**src/rtl/uart_cmd_pkg.sv**
```systemverilog
// uart_cmd_pkg: command opcodes, system sub-commands, frame headers and TX FSM state encoding
package uart_cmd_pkg;
  localparam logic [1:0] OP_TGL = 2'b00, OP_SET = 2'b01, OP_CLR = 2'b10, OP_SYS = 2'b11;
  localparam logic [5:0] SYS_ALL_OFF = 6'h00, SYS_ALL_ON = 6'h01, SYS_REPORT = 6'h02;
  localparam logic [7:0] HDR_CNT = 8'h5A, HDR_RPT = 8'hA5;
  typedef enum logic [2:0] {IDLE, LOAD, STROBE, WAIT_HI, WAIT_LO} tx_state_t;
endpackage

```
**src/rtl/uart_sec_tick.sv**
```systemverilog
// uart_sec_tick: prescaler + seconds counter; in clk_50m/reset_n, out tick (1-cycle pulse every CLK_DIV cycles) and count (CNT_BYTES*8-bit wrapping seconds)
module uart_sec_tick #(
  parameter int CLK_DIV = 50_000_000,
  parameter int CNT_BYTES = 2
) (
  input  logic                   clk_50m,
  input  logic                   reset_n,
  output logic                   tick,
  output logic [CNT_BYTES*8-1:0] count
);
  localparam int PW = $clog2(CLK_DIV);
  localparam int CW = CNT_BYTES * 8;
  logic [PW-1:0] presc;
  assign tick = presc == PW'(CLK_DIV - 1);
  always_ff @(posedge clk_50m or negedge reset_n)
    if (!reset_n) begin
      presc <= '0;
      count <= '0;
    end else begin
      presc <= tick ? '0 : presc + PW'(1);
      count <= count + CW'(tick);
    end
endmodule

```
**src/rtl/uart_cmd_ctrl.sv**
```systemverilog
// uart_cmd_ctrl: UART command decoder driving led[LED_NUM] and framed seconds/report transmitter; in clk_50m, reset_n, uart_rx_data/uart_rx_done, uart_tx_busy; out uart_tx_data/uart_tx_enable, led
module uart_cmd_ctrl
  import uart_cmd_pkg::*;
#(
  parameter int CLK_DIV = 50_000_000,
  parameter int LED_NUM = 6,
  parameter int CNT_BYTES = 2
) (
  input  logic               clk_50m,
  input  logic               reset_n,
  input  logic [7:0]         uart_rx_data,
  input  logic               uart_rx_done,
  input  logic               uart_tx_busy,
  output logic [7:0]         uart_tx_data,
  output logic               uart_tx_enable,
  output logic [LED_NUM-1:0] led
);
  localparam int RPT_BYTES = (LED_NUM + 7) / 8;
  localparam int NB = (CNT_BYTES > RPT_BYTES ? CNT_BYTES : RPT_BYTES) + 1;
  localparam int FW = NB * 8;
  logic                   tick;
  logic [CNT_BYTES*8-1:0] count;
  logic [1:0]             op;
  logic [5:0]             idx;
  logic                   hit, rpt_req;
  logic [LED_NUM-1:0]     mask, led_nxt;
  tx_state_t              state;
  logic                   cnt_pend, rpt_pend, skip, start_cnt, start_rpt;
  logic [2:0]             rem;
  logic [FW-1:0]          shift, cnt_img, rpt_img;

  uart_sec_tick #(.CLK_DIV(CLK_DIV), .CNT_BYTES(CNT_BYTES)) u_tick (
    .clk_50m(clk_50m),
    .reset_n(reset_n),
    .tick(tick),
    .count(count)
  );

  assign op = uart_rx_data[7:6];
  assign idx = uart_rx_data[5:0];
  assign hit = idx < 6'(LED_NUM);
  assign mask = LED_NUM'(1) << idx;
  assign rpt_req = uart_rx_done && op == OP_SYS && idx == SYS_REPORT;
  assign led_nxt = !uart_rx_done ? led
                 : op == OP_SYS ? (idx == SYS_ALL_OFF ? '0 : idx == SYS_ALL_ON ? '1 : led)
                 : !hit ? led
                 : op == OP_TGL ? led ^ mask
                 : op == OP_SET ? led | mask
                 : led & ~mask;

  assign start_cnt = state == IDLE && cnt_pend;
  assign start_rpt = state == IDLE && !cnt_pend && rpt_pend;
  assign cnt_img = FW'({HDR_CNT, count}) << (8 * (NB - 1 - CNT_BYTES));
  assign rpt_img = FW'({HDR_RPT, (RPT_BYTES * 8)'(led)}) << (8 * (NB - 1 - RPT_BYTES));

  always_ff @(posedge clk_50m or negedge reset_n)
    if (!reset_n) led <= '0;
    else led <= led_nxt;

  always_ff @(posedge clk_50m or negedge reset_n)
    if (!reset_n) begin
      state          <= IDLE;
      cnt_pend       <= 1'b0;
      rpt_pend       <= 1'b0;
      shift          <= '0;
      rem            <= '0;
      skip           <= 1'b0;
      uart_tx_data   <= '0;
      uart_tx_enable <= 1'b0;
    end else begin
      cnt_pend       <= tick | (cnt_pend & ~start_cnt);
      rpt_pend       <= rpt_req | (rpt_pend & ~start_rpt);
      uart_tx_enable <= 1'b0;
      case (state)
        IDLE:
          if (start_cnt | start_rpt) begin
            shift <= start_cnt ? cnt_img : rpt_img;
            rem   <= start_cnt ? 3'(CNT_BYTES) : 3'(RPT_BYTES);
            state <= LOAD;
          end
        LOAD:
          if (!uart_tx_busy) begin
            uart_tx_data   <= shift[FW-1 -: 8];
            uart_tx_enable <= 1'b1;
            state          <= STROBE;
          end
        STROBE: begin
          skip  <= 1'b0;
          state <= WAIT_HI;
        end
        WAIT_HI:
          if (uart_tx_busy | skip) state <= WAIT_LO;
          else skip <= 1'b1;
        WAIT_LO:
          if (!uart_tx_busy) begin
            shift <= shift << 8;
            rem   <= rem - 3'd1;
            state <= rem == 3'd0 ? IDLE : LOAD;
          end
        default: state <= IDLE;
      endcase
    end
endmodule

```
**config.mk**
```make
export PLATFORM = sky130hd
export DESIGN_NAME = uart_cmd_ctrl
export DESIGN_NICKNAME = d
export VERILOG_FILES = /design/src/rtl/uart_cmd_pkg.sv /design/src/rtl/uart_sec_tick.sv /design/src/rtl/uart_cmd_ctrl.sv
export SDC_FILE = /design/constraint.sdc
export NUM_CORES = 1
export LEC_CHECK = 0
export ABC_AREA = 1
export BUFFER_PORTS_ARGS = -buffer_cell sky130_fd_sc_hd__buf_2
export CORE_MARGIN = 1.5
export CORE_UTILIZATION = 50
export CTS_BUF_LIST = sky130_fd_sc_hd__clkbuf_4 sky130_fd_sc_hd__clkbuf_8
export DETAILED_ROUTE_END_ITERATION = 6
export MAX_ROUTING_LAYER = met4
export PLACE_DENSITY = 0.67
export SKIP_CTS_REPAIR_TIMING = 1
export SLEW_MARGIN = 5
export SYNTH_ARGS = -nofsm -noshare
export SYNTH_HDL_FRONTEND = slang
export SYNTH_SLANG_ARGS = --single-unit
```
**constraint.sdc**
```tcl
create_clock -name clk_50m -period 3.25 [get_ports clk_50m]
set_input_delay 0.65 -clock clk_50m [delete_from_list [all_inputs] [get_ports clk_50m]]
set_output_delay 0.65 -clock clk_50m [all_outputs]
set_load 0.01 [all_outputs]
```
# ---- Word-level counts from Yosys, hierarchy flattened
# Cells that the tools add are included.
dict set report word_totals {
  register_bits 90
  latch_bits 0
  ramBits 0
  rom_bits 0
  out_inout_bits 15
  elab_cells 87
  mem_count 0
}
dict set report op_classes {
  add_sub_neg 3
  n_mul 0
  n_div 0
  magnitude_cmp 1
  eq_ne 15
  shift 1
  mux 25
  bitwise_logic 13
  reduce_logical 18
}
# op count
set op_table {}
lappend op_table {{$mux W24} 3}
lappend op_table {{$pmux W24 S2} 1}
lappend op_table {{$mux W6} 6}
lappend op_table {{$add A26 B1 Y26 const B} 1}
lappend op_table {{$eq A26 B26 Y1 const B} 1}
lappend op_table {{$mux W26} 1}
lappend op_table {{$mux W3} 6}
lappend op_table {{$add A16 B1 Y16} 1}
lappend op_table {{$pmux W3 S5} 1}
lappend op_table {{$ne A2 B2 Y1 const B} 4}
lappend op_table {{$and A6 B6 Y6} 1}
lappend op_table {{$eq A3 B2 Y1 const B} 2}
lappend op_table {{$eq A6 B1 Y1 const B} 1}
lappend op_table {{$eq A6 B2 Y1 const B} 1}
lappend op_table {{$logic_not A3 Y1} 2}
lappend op_table {{$logic_not A6 Y1} 1}
lappend op_table {{$lt A6 B3 Y1 const B} 1}
lappend op_table {{$not A6 Y6} 1}
lappend op_table {{$or A6 B6 Y6} 1}
lappend op_table {{$pmux W3 S2} 1}
lappend op_table {{$reduce_and A3 Y1} 2}
lappend op_table {{$reduce_bool A2 Y1} 3}
lappend op_table {{$shl A1 B6 Y6 const A} 1}
lappend op_table {{$xor A6 B6 Y6} 1}
lappend op_table {{18 further kinds} 32}

# ---- Logic depth before layout (Yosys ltp)
dict set report depth {
  word_depth 7
  depth_mapped 12
  mapped_depth_nobuf 12
}

# ---- Hierarchy
# From an unflattened synthesis, not the netlist that was laid out.
dict set report unflattened {
  cells_unflattened 624
  area_unflattened_um2 4938.5
}
# mod instances cells_each area_each_um2
set by_module_without_submodules {}
lappend by_module_without_submodules {uart_cmd_ctrl 1 335 2625.0}
lappend by_module_without_submodules {uart_sec_tick 1 289 2313.5}

# ---- Worst setup path before layout
# No wires, ideal clock.
dict set report synth_path {
  path_kind {flip-flop to flip-flop}
  start {register u_tick.presc[0]}
  end {register u_tick.count[14]}
  setup_ns 0.121
  t_arrival_ns 2.171
  path_slack_ns 0.957
  path_stages_with_launch 13
  synth_period_minus_slack_ns 2.293
  cell_sequence {dfrtp_1 > ha_1 > nand2_2 > nor3_1 > nor3b_1 > ha_1 > ha_1 > nand2_1 > nor2_1 > nand2_1 > nor2_1 > nand2_1 > xor2_1}
}
dict set report synth_between {
  elab_chain_len 2
}
# item line_no
set synth_lines {}
lappend synth_lines {{start: declaration} uart_sec_tick.sv:13} ;# logic [PW-1:0] presc;
lappend synth_lines {{start signal: assignment} uart_sec_tick.sv:20} ;# presc <= tick ? '0 : presc + PW'(1);
lappend synth_lines {{$eq A26 B26 Y1} uart_sec_tick.sv:14} ;# assign tick = presc == PW'(CLK_DIV - 1);
lappend synth_lines {{$add A16 B1 Y16} uart_sec_tick.sv:21} ;# count <= count + CW'(tick);
lappend synth_lines {{end signal: assignment} uart_sec_tick.sv:21}
lappend synth_lines {{end: declaration} uart_sec_tick.sv:9} ;# output logic [CNT_BYTES*8-1:0] count
# No other way between the ends.
# A chain may end at the register's enable or synchronous reset.

# ---- Worst setup path in the final report
# Ends and elaborated chain as after synthesis.

==> results list <==
* Via total after detailed routing: ~3,900
- The floorplan step defined a die boundary enclosing between 10,000 and 15,000 µm².
- Net count of the mapped netlist: approximately 640
- Net switching is a little over a third of the power.
- Area after DPL: approximately 5000 µm²
- Number of global-route vias before repair: between 3,000 and 4,000
- In the final design database the tool counted 662 nets.
* Area share of the largest cell type after synthesis: between 40% and 50%
* Critical Path Sink Type: register
- Register-to-register setup slack: between 600 and 700 ps
- Number of violations reported at the end of detailed-routing iteration 0: 204
- Overall global routing resource usage: roughly a quarter
- For the pin with the worst max-slew slack, the measured transition is between 1000 and 1500 ps.
- The first TritonRoute pass finished after 5 iterations.
- The number of antenna violations at the first check in global routing was 0.
- Yosys instantiated no cell more often than sky130_fd_sc_hd__nand2_1.
- Pin placement for this block handled 27 I/O pins.
- Count of endpoints failing setup in the final report: 0
- Hold crit path type: primary input to asynchronous set/reset pin
- Counting the buffers created by CTS gives 9.
* Mean instance size in the synthesized netlist: 7.729 µm²
* Max Cap Viol: 0
- The largest individual stage delay along the critical path comes from the cell sky130_fd_sc_hd__dfrtp_1.
- Class of the most critical setup path: register to register
- Cells with a size suffix above 1 make up a little under a tenth of the layout.
* Width of the die: roughly 100 µm
* Warnings from Yosys: 0
* Clock tree from TritonCTS: built
* Adder-cell area share of the yosys netlist: 2.106%
* Routed Antenna Nets: 0
- For this run, design rule violations remaining after detail routing come to 0.
* Design area: between 5000 and 6000 µm²
* Critical path fanouts, max: 6
* Dominant cells by area after synthesis: sky130_fd_sc_hd__dfrtp_1 47%, sky130_fd_sc_hd__nand2_1 14%, sky130_fd_sc_hd__nor2_1 6.5%
* Yosys cell types: 31
- Post-Route Hold Slack: just over 400 ps
* Floorplan core area: slightly above 9000 µm²
- The share of total power dissipated in the clock network is approximately 27%.
- R2R Path End: u_tick.count[14]
- Slew margin rel.: around a third
- 0 antenna diodes ended up in the layout.
- The total count of hold-check failures in the final report is 0.
- Final Max Slew Viols: 0
* Worst clock skew: approximately 18 ps
- In this run the clock root is driven by a sky130_fd_sc_hd__clkbuf_8.
* Post-synthesis share of cell area spent on and, or, nand and nor gates: around 30%
- Setup repair after global routing left no endpoint under its margin.
- Most frequently used flop master after synthesis: sky130_fd_sc_hd__dfrtp_1
- Power dissipated by switching net loads: 975.2 µW
* Cell class contributing the biggest share of worst-path delay: simple AND/OR/NAND/NOR gates
- Share of cell area taken by muxes after synthesis: 0%
* Post-layout util: a little under three fifths
- Total wire length: 10,100 µm
- The cell area that synthesis handed to floorplanning was between 4000 and 5000 µm².
* Maximum resistive drop on vdd: ~0.27 mV
- Counting both buffers and inverters, the worst setup path holds a total of 0.
- Max Clock Freq: roughly 380 MHz
- Starting density of the core: roughly half
* Count of clock tree sinks: 90
* Static leakage: between 2 and 3 nW
* Instance count of the mapped netlist: just over 600
- Grt total ovfl: 0
* Crit path largest cell delay: approximately 440 ps
- Number of levels the H-tree was split into: 3
- Sequential cells were found to cover 47.38% of the synthesized design area.
- After floorplanning, the core was divided into 35 placement rows.
* Crit path depth: 12
- Counting flops and latches in the post-synthesis netlist gives 90.
- Entering global routing, the biggest net connects 82 pins.
- After layout, the worst path uses between 80% and 90% of the clock period.
- Most common library cells after synthesis: 183 x sky130_fd_sc_hd__nand2_1, 90 x sky130_fd_sc_hd__dfrtp_1, 82 x sky130_fd_sc_hd__nor2_1
* WL met1: around 4800 µm
* Number of flops mapped to enable cells by yosys: 0
* Power share of the combinational group: about a quarter
- At the later pin of the worst-skew pair, clock insertion delay measures 370 ps.
- Sequential Power Share: 49.2%
- Including well taps, the total number of placed cells is 760.
- Final setup TNS: 0 ps
* Worst endpoint required time: about 3500 ps
- After layout, the worst setup slack is between 600 and 700 ps.
- The run finished with clean final reports.
- After filler insertion, the fill cell instance count of the layout stands at between 800 and 900.
* Maximum clock insertion buffer count: 2
- Summing the areas of all compound-gate instances in the mapped netlist gives 6.739% of the synthesized area.
* Series of cell instances along the critical path: ha_1 > nand2_2 > nor3_1 > nor3b_1 > ha_1 > ha_1 > nand2_1 > nor2_1 > nand2_1 > nor2_1 > nand2_1 > xor2_1
* Synthesis-to-layout area growth: 8.792%
- After detailed routing, no signal wire sits above met4.
* Met2 routed WL: ~4800 µm
- Worst slack after detailed placement: approximately 610 ps
- In the final layout, the multi-input gates occupy about 2100 µm².
- After clock tree synthesis, the clock-pin slew on the worst setup and hold paths is approximately 110 ps.
- Reg2Reg Depth: 12
- After synthesis, the largest family of logic cells by area is simple AND/OR/NAND/NOR gates.
- Worst reg2reg startpoint: u_tick.presc[0]
* Cell taking the most area after synthesis: sky130_fd_sc_hd__dfrtp_1
- Internal Dissipation: 1.763 mW
* Routed via count divided by cell count: 5.014
- In this run the power density over the cells is ~530 nW/µm².
- Final critical path time including I/O delays and setup: approximately 2600 ps
* Final weighted congestion of routability-driven global placement: ~0.94
* Register area: between 2000 and 2500 µm²
* Startpoint type of the worst setup path: register
- Die boundary height: approximately 100 µm
- In the detailed route, the total length drawn on met3 is 289 µm.
* Number of input and output port buffers inserted: 26
- In the final routed layout, each cell accounts on average for around 13 µm.
- DP Wirelength: roughly 7400 µm
- After synthesis, the share of flip-flops with an asynchronous set or reset is between 90% and 100%.
- Non-filler cells, final: around 780
- Wire length of the first global-routing pass: approximately 18,000 µm
* Sum of internal, switching and leakage power: 2.738 mW
- Crit path arrival time: just under 3000 ps
- Of the total synthesized cell area, the portion taken by XOR and XNOR cells is under 10%.
-- cells by family after synthesis --
logic type | count (synthesis)
buffers and inverters | 91
AND/OR/NAND/NOR | 341
flip-flops | 90
adder cells (fa/ha/maj) | 8
XOR/XNOR | 29
AO/OA/AOI/OAI | 56
-- state kept, by name, summed over array words and instances (netlist names), named ones only --
signal          cells
rem                 3
uart_tx_data        8
skip                1
state               3
cnt_pend            1
uart_tx_enable      1
u_tick.count       16
u_tick.presc       26
rpt_pend            1
shift              24
-- per-layer routing --
metal,track usage [%],up-vias
li1,-,1988
met1,31.01,1811
met2,36.21,72
met3,3.537,20
met4,9.426,0
met5,-,-
-- power by group through the flow --
stage                     combinational [mW]  sequential [mW]  clock, mW
after floorplan                        0.497             1.38          0
after global placement                 0.634             1.37          0
after detailed placement               0.646             1.37          0
after CTS                              0.648             1.35      0.773
after global routing                   0.746             1.37      0.817
final                                  0.640             1.35      0.750
-- worst reg2reg max path, cell delays in order, from the launching register on --
cell                      delay, ps
sky130_fd_sc_hd__dfrtp_1        440
sky130_fd_sc_hd__ha_1           260
sky130_fd_sc_hd__nand2_2        100
sky130_fd_sc_hd__nor3_1         250
sky130_fd_sc_hd__nor3b_1        280
sky130_fd_sc_hd__ha_1           230
sky130_fd_sc_hd__ha_1           180
sky130_fd_sc_hd__nand2_1         60
sky130_fd_sc_hd__nor2_1         200
sky130_fd_sc_hd__nand2_1        140
sky130_fd_sc_hd__nor2_1         170
sky130_fd_sc_hd__nand2_1         80
sky130_fd_sc_hd__xor2_1         140
-- layout make-up --
class                      instances  share of cell area, %
inverter                          78                  5.662
clock inverter                     7                  1.282
tap                              129                  3.121
clock buffer                       9                  2.395
timing repair buffer              29                  3.000
sequential                        90                  43.55
multi-input combinational        434                  40.99
-- cells in the final DEF (no fill, tap or decap), types with 2 or more instances in the layout --
master and instances:
sky130_fd_sc_hd__buf_2 25, sky130_fd_sc_hd__buf_4 4, sky130_fd_sc_hd__o21ai_1 9, sky130_fd_sc_hd__nor2_2 2, sky130_fd_sc_hd__nand2_2 2, sky130_fd_sc_hd__inv_8 2, sky130_fd_sc_hd__inv_6 3, sky130_fd_sc_hd__inv_2 3
sky130_fd_sc_hd__nor2_4 3, sky130_fd_sc_hd__nor3b_1 2, sky130_fd_sc_hd__inv_1 75, sky130_fd_sc_hd__nand3_1 39, sky130_fd_sc_hd__o22ai_1 4, sky130_fd_sc_hd__o21ai_0 31, sky130_fd_sc_hd__xor2_1 19, sky130_fd_sc_hd__nand2_1 183
sky130_fd_sc_hd__nor2_1 82, sky130_fd_sc_hd__ha_1 8, sky130_fd_sc_hd__nor3_1 13, sky130_fd_sc_hd__nand4_1 9, sky130_fd_sc_hd__xnor2_1 10, sky130_fd_sc_hd__a22o_1 4, sky130_fd_sc_hd__dfrtp_1 90, sky130_fd_sc_hd__clkbuf_8 9
sky130_fd_sc_hd__o211ai_1 6, sky130_fd_sc_hd__clkinv_4 2, sky130_fd_sc_hd__or2_2 2
-- worst max path at each step --
stage,start,to
after detailed placement,u_tick.presc[0],u_tick.count[14]
after CTS,u_tick.presc[0],u_tick.count[14]
final,u_tick.presc[0],u_tick.count[14]
after global routing,u_tick.presc[0],u_tick.count[14]
after global placement,u_tick.presc[0],u_tick.count[14]
after floorplan,u_tick.presc[0],u_tick.count[14]
(Power assumes the default switching activity.)
